File: src/rtl/gyro_bias_cal.sv
// rtl/gyro_bias_cal.sv - zero-rate gyro bias calibrator with deadband and saturation
// Averages 2^CAL_SHIFT stationary samples per axis, then subtracts that bias from live samples.
module gyro_bias_cal #(
   parameter int CAL_SHIFT = 4,
   parameter int DEADBAND  = 3
) (
   input  logic               CLK,
   input  logic               RST,
   input  logic signed [15:0] RAW_X,
   input  logic signed [15:0] RAW_Y,
   input  logic signed [15:0] RAW_Z,
   input  logic               RAW_VALID,
   input  logic               RECAL,
   output logic signed [15:0] DX,
   output logic signed [15:0] DY,
   output logic signed [15:0] DZ,
   output logic               OUT_VALID,
   output logic               CAL_DONE
);

   localparam int ACC_W = 16 + CAL_SHIFT;
   localparam logic signed [16:0] SAT_HI = 17'sd32767;
   localparam logic signed [16:0] SAT_LO = -17'sd32768;
   localparam logic signed [16:0] DB     = 17'(DEADBAND);

   typedef enum logic {S_CAL, S_RUN} state_t;

   state_t                   state, state_nxt;
   logic [CAL_SHIFT-1:0]     count;
   logic signed [ACC_W-1:0]  acc_x, acc_y, acc_z;
   logic signed [ACC_W-1:0]  sum_x, sum_y, sum_z;
   logic signed [15:0]       bias_x, bias_y, bias_z;
   logic signed [15:0]       dx_r, dy_r, dz_r;
   logic                     out_valid_r;
   logic                     last_sample;

   function automatic logic signed [15:0] correct(input logic signed [15:0] raw,
                                                  input logic signed [15:0] bias);
      logic signed [16:0] diff;
      logic signed [15:0] res;
      diff = {raw[15], raw} - {bias[15], bias};
      if (diff > SAT_HI)
         res = 16'sh7fff;
      else if (diff < SAT_LO)
         res = 16'sh8000;
      else
         res = diff[15:0];
      if (diff >= -DB && diff <= DB)
         res = '0;
      return res;
   endfunction

   assign last_sample = (count == {CAL_SHIFT{1'b1}});

   // Sum includes the current sample so the final one lands in the bias on the same edge.
   assign sum_x = acc_x + {{CAL_SHIFT{RAW_X[15]}}, RAW_X};
   assign sum_y = acc_y + {{CAL_SHIFT{RAW_Y[15]}}, RAW_Y};
   assign sum_z = acc_z + {{CAL_SHIFT{RAW_Z[15]}}, RAW_Z};

   always_ff @(posedge CLK) begin
      if (RST)
         state <= S_CAL;
      else
         state <= state_nxt;
   end

   always_comb begin
      state_nxt = state;
      if (RECAL)
         state_nxt = S_CAL;
      else if (state == S_CAL && RAW_VALID && last_sample)
         state_nxt = S_RUN;
   end

   always_ff @(posedge CLK) begin
      if (RST) begin
         count       <= '0;
         acc_x       <= '0;
         acc_y       <= '0;
         acc_z       <= '0;
         bias_x      <= '0;
         bias_y      <= '0;
         bias_z      <= '0;
         dx_r        <= '0;
         dy_r        <= '0;
         dz_r        <= '0;
         out_valid_r <= 1'b0;
      end else begin
         out_valid_r <= 1'b0;
         // RECAL drops any coincident sample; bias and outputs hold until recalibrated.
         if (RECAL) begin
            count <= '0;
            acc_x <= '0;
            acc_y <= '0;
            acc_z <= '0;
         end else if (RAW_VALID) begin
            if (state == S_CAL) begin
               if (last_sample) begin
                  bias_x <= 16'(sum_x >>> CAL_SHIFT);
                  bias_y <= 16'(sum_y >>> CAL_SHIFT);
                  bias_z <= 16'(sum_z >>> CAL_SHIFT);
                  acc_x  <= '0;
                  acc_y  <= '0;
                  acc_z  <= '0;
                  count  <= '0;
               end else begin
                  acc_x <= sum_x;
                  acc_y <= sum_y;
                  acc_z <= sum_z;
                  count <= count + 1'b1;
               end
            end else begin
               dx_r        <= correct(RAW_X, bias_x);
               dy_r        <= correct(RAW_Y, bias_y);
               dz_r        <= correct(RAW_Z, bias_z);
               out_valid_r <= 1'b1;
            end
         end
      end
   end

   assign DX        = dx_r;
   assign DY        = dy_r;
   assign DZ        = dz_r;
   assign OUT_VALID = out_valid_r;
   assign CAL_DONE  = (state == S_RUN);

endmodule

File: config.mk
export PLATFORM = sky130hd
export DESIGN_NAME = gyro_bias_cal
export DESIGN_NICKNAME = d
export VERILOG_FILES = /design/src/rtl/gyro_bias_cal.sv
export SDC_FILE = /design/constraint.sdc
export NUM_CORES = 1
export LEC_CHECK = 0
export ABC_CLOCK_PERIOD_IN_PS = 9580
export CAP_MARGIN = 0
export CORE_MARGIN = 1
export CORE_UTILIZATION = 51
export CTS_CLUSTER_DIAMETER = 30
export CTS_CLUSTER_SIZE = 20
export DETAILED_ROUTE_END_ITERATION = 7
export PLACE_DENSITY_LB_ADDON = 0.3
export SLEW_MARGIN = 20
export SYNTH_ARGS = -nofsm -noshare
export SYNTH_HDL_FRONTEND = slang
export SYNTH_SLANG_ARGS = --single-unit
File: constraint.sdc
create_clock -name CLK -period 9.58 [get_ports CLK]
set_input_delay 0.958 -clock CLK [delete_from_list [all_inputs] [get_ports CLK]]
set_output_delay 0.958 -clock CLK [all_outputs]
set_load 0.005 [all_outputs]
Word level (Yosys, flattened, before mapping)
Cells that the tools add are included.
Cells by class
  divide/modulo/power cells: 0
  eq/ne operators: 1
  $lt $le $gt $ge: 12
  $mul: 0
  add/sub/neg operators: 7
  shift operators: 0
  bitwise operators: 3
  muxes and demuxes: 14
  reduce and logical (&&, ||, !) cells: 10
Operator list (count)
  2-to-1 mux 16 bit: 9
  adder 20 bit: 3
  2-to-1 mux 20 bit: 3
  >= comparator 17 x 3 -> 1 bit, second input constant: 3
  greater-than comparator 17 x 16 -> 1 bit, second input constant: 3
  <= comparator 17 x 3 -> 1 bit, second input constant: 3
  < comparator 17 x 16 -> 1 bit, second input constant: 3
  subtractor 16 x 16 -> 17 bit: 3
  logical AND 1 bit: 5
  adder 4 x 1 -> 4 bit, second input constant: 1
  == test 4 bit, second input constant: 1
  2-to-1 mux 4 bit: 1
  AND reduction 4 bit: 1
  NOT 1 bit: 3
  AND reduction 3 bit: 1
  OR reduction 3 bit: 1
  AND reduction 2 bit: 1
  OR reduction 2 bit: 1
  2-to-1 mux 1 bit: 1
Storage, ports and cells
  output and inout bits: 50
  bits in read-only memories: 0
  memories kept: 0
  register bits: 162
  memory bits (writable): 0
  latch bits: 0

Logic depth before layout (Yosys ltp)
Gate-level depths: netlist of the first run.
  word-level depth: 5
  mapped depth: 15
  gate-level depth less buffers: 13

Worst setup path after synthesis of the first run
OpenSTA, ideal clock, no wires.
  path kind: input-to-reg
  start: input port RAW_Z[0]
  end: register dz_r[10], in the netlist DZ[10]
  setup slack: 5.621 ns
  data required time: 9.465 ns
  library setup time: 0.115 ns
  data arrival time: 3.844 ns
  stages: 14
  path through: inv_1 ha_1 fa_1 nand2b_1 a211oi_2 o21a_1 o221ai_1 xnor2_1 or4_1 nor4_2 nand4bb_1 a21oi_1 buf_6 o21ai_2
Between the ends
  word-level cells in the longest chain between the ends: 5
  elaborated cells on any way between the ends: 9
Ends and longest elaborated chain
  from (decl): RTL line 11  | input logic signed [15:0] RAW_Z,
  subtractor 16 x 16 -> 17 bit *: RTL line 41  | diff = {raw[15], raw} - {bias[15], bias};
  < comparator 17 x 16 -> 1 bit: RTL line 44  | else if (diff < SAT_LO)
  2-to-1 mux 16 bit: RTL line 44
  2-to-1 mux 16 bit: RTL line 42  | if (diff > SAT_HI)
  2-to-1 mux 16 bit *: RTL line 48  | if (diff >= -DB && diff <= DB)
  to (signal assigned): RTL line 115  | dz_r <= correct(RAW_Z, bias_z);
  to (decl): RTL line 33  | logic signed [15:0] dx_r, dy_r, dz_r;
Every way passes the cells marked *; elsewhere a longest branch is shown, timed or not.
A chain may end at the register's enable or synchronous reset.

Worst setup path in the final report of the first run
  start: input port RAW_Z[0]
  end: register dz_r[2], in the netlist DZ[2]
Same word-level chain as after synthesis.

==> results of run 1 <==
[power by group]
group          internal (mW)  total, mW  switching, mW
logic                  0.150      0.365          0.215
registers              0.688      0.699         0.0103
clock network          0.429      0.732          0.304
total                   1.27       1.80          0.529
[worst min-delay path, cell delays in order (launching register included)]
cell,delay [ns]
dfxtp_1,0.32
nand2_1,0.06
o21ai_2,0.04
[cell usage after synthesis, types with 12 or more instances]
| master | count |
|---|---|
| nand2_1 | 194 |
| dfxtp_1 | 162 |
| a21oi_1 | 151 |
| nor2_1 | 119 |
| ha_1 | 106 |
| inv_1 | 77 |
| o21ai_0 | 60 |
| xnor2_1 | 55 |
| clkbuf_1 | 45 |
| nand3_1 | 34 |
| a21o_1 | 33 |
| a22oi_1 | 32 |
| xor2_1 | 26 |
| a22o_1 | 24 |
| nor3_1 | 23 |
| o21ai_2 | 22 |
| o21a_1 | 18 |
| nand2b_1 | 16 |
| o21bai_1 | 14 |
| a31oi_1 | 12 |
| nor2b_1 | 12 |
[area by class of cell]
class                      instances  area (um^2)  area share
clock buffer                      19          453      0.0346
inverter                          78          293      0.0223
clock inverter                    13          174      0.0133
timing repair buffer             111         1080      0.0825
multi-input combinational       1127         7510       0.573
tap                              280          350      0.0267
sequential                       162         3240       0.247
[logic make-up (layout without fill, tap and decap cells)]
logic type | count (synthesis) | count (layout) | share of synthesized area
and+or+nand+nor | 476 | 476 | 0.196
AOI/OAI and AO/OA | 453 | 453 | 0.273
DFF | 162 | 162 | 0.288
buffers and inverters | 133 | 221 | 0.0476
adders and majority gates | 114 | 114 | 0.130
xor gates and xnor gates | 82 | 82 | 0.0644
muxes | 2 | 2 | 0.00178
[per-layer routing]
metal / up-vias / GRT usage
met5: - / 0
met4: 0 / 0.0835
met3: 42 / 0.0291
met2: 267 / 0.432
met1: 4801 / 0.343
li1: 5233 / -
[state kept, by name (all words and copies together), names as in the netlist]
register	flops
acc_x	20
acc_y	20
acc_z	20
DX	16
DY	16
DZ	16
bias_x	16
bias_y	16
bias_z	16
count	4
CAL_DONE	1
OUT_VALID	1
[worst min path at each step]
stage | start | end | slack [ns]
after CTS | bias_y[14]$_SDFFE_PP0P_ | bias_y[14]$_SDFFE_PP0P_ | 0.46
after detailed placement | DY[5]$_SDFFE_PP0P_ | DY[5]$_SDFFE_PP0P_ | 0.44
after global routing | bias_x[9]$_SDFFE_PP0P_ | bias_x[9]$_SDFFE_PP0P_ | 0.47
after global placement | DY[2]$_SDFFE_PP0P_ | DY[2]$_SDFFE_PP0P_ | 0.44
final | DY[5]$_SDFFE_PP0P_ | DY[5]$_SDFFE_PP0P_ | 0.45
after floorplan | acc_x[0]$_SDFFE_PP0P_ | acc_x[0]$_SDFFE_PP0P_ | 0.44
[metrics by stage]
step | cells | hold WS, ns
2_1_floorplan | 1422 | 0.436
3_5_place_dp | 1758 | 0.442
6_report | 1790 | 0.452
3_3_place_gp | 1758 | 0.435
5_1_grt | 1790 | 0.468
4_1_cts | 1790 | 0.457
==> flow_summary.toml, run 1 <==
[status]
status = "finished clean"

[synth]
ys_seq_area_frac = 0.288
synth_nets = 1586
synth.area.top_cells = "dfxtp_1, ha_1, a21oi_1"
synth_edf_count = 0
syn_area_um2 = 11300
async_reset_ff_frac = 0
ys_types = 96
synth.avg_cell_area_um2 = 7.93
synth_area_leader_cell = "dfxtp_1"
synthCells = 1422
ys_ff_latch = 162
synth_warnings = 0
synth_top_cell_area_share = 0.288
synth_flop_cell = "dfxtp_1"

[timing]
tns_ns = 0
worst_slack_ns = 5.15
hold_viol = 0
rsz0062_at_grt = "no"
fmaxAchievable_mhz = 226
finalSetupViolations = 0
slew_headroom = 0.258
finalClockSkew_ns = 0.00910
drv_slew = 0
fin_crit_ns = 4.43
min_period_over_period = 0.463
worst-slew-pin-transition_ns = 1.11

[clock_tree]
cts_tree = "done"
worstSkewPairLatency_ns = 0.43
clkSinkCount = 162
numCtsBuffers = 17
clockBufferDepth = 2
post_cts_buffers = 0
clkTransAtPathRegs_ns = 0.07
cts_hold_buf = 0
cts_resized = 0
clockRootBuffer = "clkbuf_16"
h-tree-depth = 4

[cells_and_area]
nFillCells = 1972
utilization = 0.602
mostFrequentLayoutCells = "nand2_1, dfxtp_1, a21oi_1"
nets = 1661
layout_commonest_cell = "nand2_1"
drive_gt1_frac = 0.0735
diodes = 0
area_growth_pct = 16.3
post-route-cell-area_um2 = 13100

[drt]
met2_length_um = 13300
met3_length_um = 1160
drt_pass1_iterations = 5
drtIter0Drc = 673
num_vias = 10300
drt-met1-wl_um = 13500
wl_um = 28600
viasPerCell = 5.78
post_drt_wl_per_cell_um = 16.0
routed.top_layer = "met4"
drc_errors = 0
ant_nets = 0

[die]
core-area_um2 = 21800
io_pins = 102
die-height_um = 151
start_util = 0.518
rows = 54
die_w_um = 151
die_area_um2 = 22700

[placement]
place_area_um2 = 12500
io_buffers = 101
dp_hpwl_um = 21300
dp_slack_ns = 4.74
gp_congestion = 0.916

[power]
power_leakage_nw = 5.20
power.total_mw = 1.80
ir_worst_vdd_v = 0.000110
power_density_nw_per_um2 = 137

[critical_path]
r2r_end = "DZ[2]$_SDFFE_PP0P_"
crit_chain = "clkdlybuf4s50_1 > inv_1 > ha_1 > fa_1 > nand2b_1 > a211oi_2 > o21a_1 > o221ai_1 > xnor2_1 > or4_1 > nor4_2 > nand4bb_1 > a21oi_1 > buf_4 > o21ai_0"
required_ns = 9.90
crit_path_end = "DZ[2]$_SDFFE_PP0P_"
critical_path_class = "primary input to flop"
path_max_fanout = 11
cp_slowest_cell = "or4_1"
r2r_cells = 13
path_delay_family = "compound AO/OA/AOI/OAI gates"
cp-end-kind = "flop"
worst-path-stages = 15
critPathLaunchType = "primary input"
critPathLaunch = "RAW_Z[0]"
arrival_ns = 4.75
cp_slowest_stage_delay_ns = 0.55
rrSetupSlack_ns = 5.92
path_buf_inv = 3
r2r-start = "bias_z[0]$_SDFFE_PP0P_"

[global_routing]
grt_max_degree = 56
grt_pass1_wl_um = 46900
antenna_found_initial = 0
grt_overflow_total = 0
grt_pass1_vias = 9585
grt_usage = 0.257

[min_path]
hold_class = "flop to flop"
hold_depth = 2

[job]
drv_cap = 0
Note: power is estimated with default switching activity, not from simulation.
==> run 2: changes to the inputs <==
ABC_CLOCK_PERIOD_IN_PS = 4000   (was 9580)
clock period = 4 ns   (was 9.58 ns; I/O delays follow)
==> run 2 against run 1 <==
The run now ends with DRC left. First-iteration DRC count decreased by 11%. Register-to-register slack got worse by 5.4 ns. Cell count increased by 1.0%. Flip-flop and latch count unchanged. Sequential power increased by 140%. Combinational power increased by 140%. Clock power increased by 120%. Clock skew increased by 0.0018 ns. Power increased by 130%. Worst setup slack got worse by 4.8 ns. Critical path depth decreased by 1. Sequential share of layout area decreased by 0.16 points. Critical endpoint is now DY[2]$_SDFFE_PP0P_. Largest cell class unchanged. Largest power group is now sequential cells. Highest routed layer unchanged.
==> flow_summary.toml, run 2 (same netlist as run 1, synthesis figures left out) <==
[status]
status = "finished with violations"
violations = "DRC"

[clock_tree]
clkTransAtPathRegs_ns = 0.07
clockBufferDepth = 2
post_cts_buffers = 0
clockRootBuffer = "clkbuf_16"
worstSkewPairLatency_ns = 0.43
h-tree-depth = 4
cts_hold_buf = 0
cts_resized = 0
numCtsBuffers = 17
clkSinkCount = 162
cts_tree = "done"

[critical_path]
critPathLaunchType = "primary input"
critPathLaunch = "RAW_Y[0]"
cp-end-kind = "flop"
path_max_fanout = 12
r2r-start = "bias_y[0]$_SDFFE_PP0P_"
arrival_ns = 3.99
required_ns = 4.31
critical_path_class = "primary input to flop"

[power]
p_int_mw = 2.94
p_sw_mw = 1.24
p_comb_frac = 0.213
ir_worst_vdd_v = 0.000288
seq_power_share = 0.400
power_density_nw_per_um2 = 317
p_clk_frac = 0.387
power.total_mw = 4.18
power_leakage_nw = 5.26
netSwitchingFraction = 0.297

[timing]
rsz0062_at_grt = "no"
fin_crit_ns = 3.67
worst-slew-pin-transition_ns = 1.08
drv_slew = 0
finalClockSkew_ns = 0.0109
hold_viol = 0
finalSetupViolations = 0
slew_headroom = 0.277
min_period_over_period = 0.918
fmaxAchievable_mhz = 272

[placement]
gp_congestion = 0.910
place_area_um2 = 12600
dp_hpwl_um = 21700
io_buffers = 101

[global_routing]
grt_pass1_wl_um = 47500
grt_max_degree = 50
grt_pass1_vias = 9832
antenna_found_initial = 0
grt_usage = 0.261
grt_overflow_total = 0

[min_path]
min_from = "DX[9]$_SDFFE_PP0P_"
hold_class = "flop to flop"

[drt]
ant_nets = 0
wl_um = 28700
viasPerCell = 5.70
num_vias = 10300
drc_errors = 1
drt_pass1_iterations = 7
drtIter0Drc = 597
post_drt_wl_per_cell_um = 15.9

[job]
drv_cap = 0

[cells_and_area]
nets = 1680
reg_top3 = "acc_x: 20 flops, acc_y: 20 flops, acc_z: 20 flops"
diodes = 0
layout_commonest_cell = "nand2_1"
area_growth_pct = 17.0
post-route-cell-area_um2 = 13200
mostFrequentLayoutCells = "nand2_1, dfxtp_1, a21oi_1"
nFillCells = 1985
drive_gt1_frac = 0.0831

[die]
core-area_um2 = 21800
io_pins = 102
die_area_um2 = 22700
die_w_um = 151
start_util = 0.518
die-height_um = 151
rows = 54
[run 2: changes by cell type in the layout (fill, tap and decap cells not counted)]
| cell | delta |
|---|---|
| clkinv_2 | +1 |
| clkinv_4 | +1 |
| clkbuf_8 | -2 |
| clkbuf_1 | +2 |
| clkinvlp_4 | +1 |
| inv_8 | -1 |
| inv_6 | -2 |
| buf_4 | +19 |
| bufinv_16 | -1 |
[run 2: cell type report]
cell class | instances | area [um^2] | share of cell area
clock inverters | 12 | 136 | 0.0103
multi-input cells | 1127 | 7510 | 0.569
flip-flops and latches | 162 | 3240 | 0.246
repair buffers | 130 | 1220 | 0.0928
inverters | 78 | 293 | 0.0222
clock buffers | 19 | 433 | 0.0328
well taps | 280 | 350 | 0.0266
[run 2: metrics by stage]
stage | setup TNS, ns | utilization | worst slack [ns] | std cells | hold WS (ns)
2_1_floorplan | 0 | - | 0.599 | 1422 | 0.436
3_3_place_gp | 0 | 0.580 | 0.0358 | 1777 | 0.436
3_5_place_dp | -0.434 | 0.580 | -0.0795 | 1777 | 0.441
4_1_cts | 0 | 0.606 | 0.339 | 1808 | 0.456
5_1_grt | 0 | 0.606 | 0.0801 | 1808 | 0.473
6_report | 0 | 0.606 | 0.327 | 1808 | 0.451
[run 2: worst paths after layout]
kind	endpoint	slack [ns]	cells past startpoint
setup / recovery	DY[2]$_SDFFE_PP0P_	0.33	14
hold / removal	DX[9]$_SDFFE_PP0P_	0.45	2
setup reg to reg	DY[2]$_SDFFE_PP0P_	0.53	12
hold reg to reg	DX[9]$_SDFFE_PP0P_	0.45	2
[run 2: critical path: stages]
cell and delay (ns):
clkdlybuf4s50_1 0.48, inv_1 0.05, ha_1 0.21, fa_1 0.41, nand2b_1 0.25, a21oi_4 0.17
o31ai_1 0.10, o31ai_2 0.26, o21ba_1 0.20, nor4_1 0.33, or4b_4 0.52, o31ai_4 0.21
a31o_4 0.26, o21ai_0 0.12
[run 2: layer usage]
layer / routed length (um) / up-vias / global-route usage
met3: 1000 / 37 / 0.0355
met5: 0 / - / 0
met1: 13600 / 4799 / 0.341
li1: - / 5269 / -
met2: 13400 / 204 / 0.439
met4: 715 / 0 / 0.0955
[run 2: power by group through the flow]
stage / combinational [mW] / sequential [mW] / clock, mW
after floorplan: 0.643 / 1.70 / 0
after global placement: 0.858 / 1.71 / 0
after detailed placement: 0.875 / 1.71 / 0
after CTS: 0.883 / 1.67 / 1.64
after global routing: 0.988 / 1.68 / 1.70
final: 0.890 / 1.67 / 1.62
==> run 3: changes to the inputs <==
ABC_CLOCK_PERIOD_IN_PS = 3700   (was 4000)
clock period = 3.7 ns   (was 4 ns; I/O delays follow)
==> run 3 against run 2 <==
The run now ends clean. Worst setup slack lost 0.13 ns. Power grew 13%. Worst hold slack gained 0.0033 ns. Register-to-register slack lost 0.16 ns. Cell count grew 3.1%. Clock power grew 17%. Design area grew 3.9%. Flip-flop and latch count is the same. First-iteration DRC count shrank 1.0%. Sequential power grew 8%. Core utilization grew 2.4 points. Wire length grew 3.1%. Critical endpoint is now DY[11]$_SDFFE_PP0P_. Highest routed layer unchanged.
==> flow_summary.toml, run 3 (same netlist as run 1, synthesis figures left out) <==
[cells_and_area]
layout_commonest_cell = "nand2_1"
reg_top3 = "acc_x: 20 flops, acc_y: 20 flops, acc_z: 20 flops"
drive_gt1_frac = 0.120
nets = 1736
area_growth_pct = 21.6
multi_input_area_um2 = 7540
mostFrequentLayoutCells = "nand2_1, dfxtp_1, a21oi_1"
register_area_um2 = 3240
nFillCells = 1918
diodes = 0

[power]
power.total_mw = 4.73
ir_worst_vdd_v = 0.000328
power_leakage_nw = 5.58
power_density_nw_per_um2 = 345

[die]
die_area_um2 = 22700
core-area_um2 = 21800
start_util = 0.518
die-height_um = 151
io_pins = 102
die_w_um = 151
rows = 54

[clock_tree]
worstSkewPairLatency_ns = 0.44
clkTransAtPathRegs_ns = 0.07
clockBufferDepth = 2
cts_hold_buf = 0
h-tree-depth = 4
clockRootBuffer = "clkbuf_16"
clkSinkCount = 162
numCtsBuffers = 17
cts_tree = "done"

[drt]
num_vias = 10600
drt_pass1_iterations = 5
drtIter0Drc = 591
drc_errors = 0
wl_um = 29600
post_drt_wl_per_cell_um = 15.9
viasPerCell = 5.71
ant_nets = 0

[critical_path]
critPathLaunchType = "primary input"
arrival_ns = 3.84
critical_path_class = "primary input to flop"
cp-end-kind = "flop"
required_ns = 4.03
path_max_fanout = 8

[placement]
dp_hpwl_um = 22200
io_buffers = 101
gp_congestion = 0.903

[timing]
drv_slew = 0
finalClockSkew_ns = 0.0106
slew_headroom = 0.322
fmaxAchievable_mhz = 286
min_period_over_period = 0.947
tns_ns = 0
fin_crit_ns = 3.50
finalSetupViolations = 0
worst-slew-pin-transition_ns = 1.02
hold_ws_ns = 0.455
hold_viol = 0

[min_path]
hold_class = "flop to flop"

[job]
drv_cap = 0

[status]
status = "finished clean"

[global_routing]
grt_pass1_wl_um = 49100
grt_overflow_total = 0
antenna_found_initial = 0
grt_usage = 0.271
grt_max_degree = 54
grt_pass1_vias = 10400
-- run 3: what timing repair did --
action | 4_1_cts | 5_1_grt
endpoints found under the setup margin | 0 | 23
gates resized for setup | 0 | 7
hold endpoints to repair | 0 | 0
setup buffers | 0 | 4
-- run 3: per-stage QoR --
stage | utilization | instance area, um^2 | setup slack [ns] | std cells
detailed placement | 0.598 | 13000 | -0.255 | 1829
floorplan | - | 11300 | 0.329 | 1422
global placement | 0.598 | 13000 | -0.169 | 1829
global route | 0.630 | 13700 | -0.00991 | 1864
CTS | 0.627 | 13600 | 0.161 | 1860
finish | 0.630 | 13700 | 0.197 | 1864
-- run 3: final cells by class --
type                       count  area share
clock buffer                  19      0.0323
sequential                   162       0.237
multi-input combinational   1127       0.550
clock inverter                12      0.0133
tap                          280      0.0256
timing repair buffer         186       0.121
inverter                      78      0.0214
-- run 3: report_power, final --
part	internal [mW]	switching, mW	leakage, nW
Clock	1.15	0.752	0.296
Combinational	0.447	0.575	3.97
Sequential	1.78	0.0260	1.31
-- run 3: critical path, cell delays in order --
cell and delay (ns):
clkdlybuf4s50_1 0.48, inv_1 0.05, ha_1 0.21, fa_1 0.38
nand2b_2 0.24, a21oi_4 0.14, o31ai_1 0.11, o31ai_2 0.24
o21ba_1 0.19, nor4_1 0.28, or4b_4 0.51, o31ai_4 0.22
a31o_4 0.21, buf_12 0.14, o21ai_2 0.05
-- run 3: metal layers --
layer  up-vias  wire (um)  track usage
met1      4999      13800        0.333
met3        44        901       0.0361
met2       198      14300        0.485
met4         0        525       0.0855
met5         -          0            0
li1       5397          -            -
-- run 3: final timing paths --
path	cells past startpoint	slack, ns	from	to
hold / removal	2	0.45	bias_y[3]$_SDFFE_PP0P_	bias_y[3]$_SDFFE_PP0P_
setup reg to reg	13	0.37	bias_y[0]$_SDFFE_PP0P_	DY[11]$_SDFFE_PP0P_
hold reg to reg	2	0.45	bias_y[3]$_SDFFE_PP0P_	bias_y[3]$_SDFFE_PP0P_
setup / recovery	15	0.20	RAW_Y[0]	DY[11]$_SDFFE_PP0P_
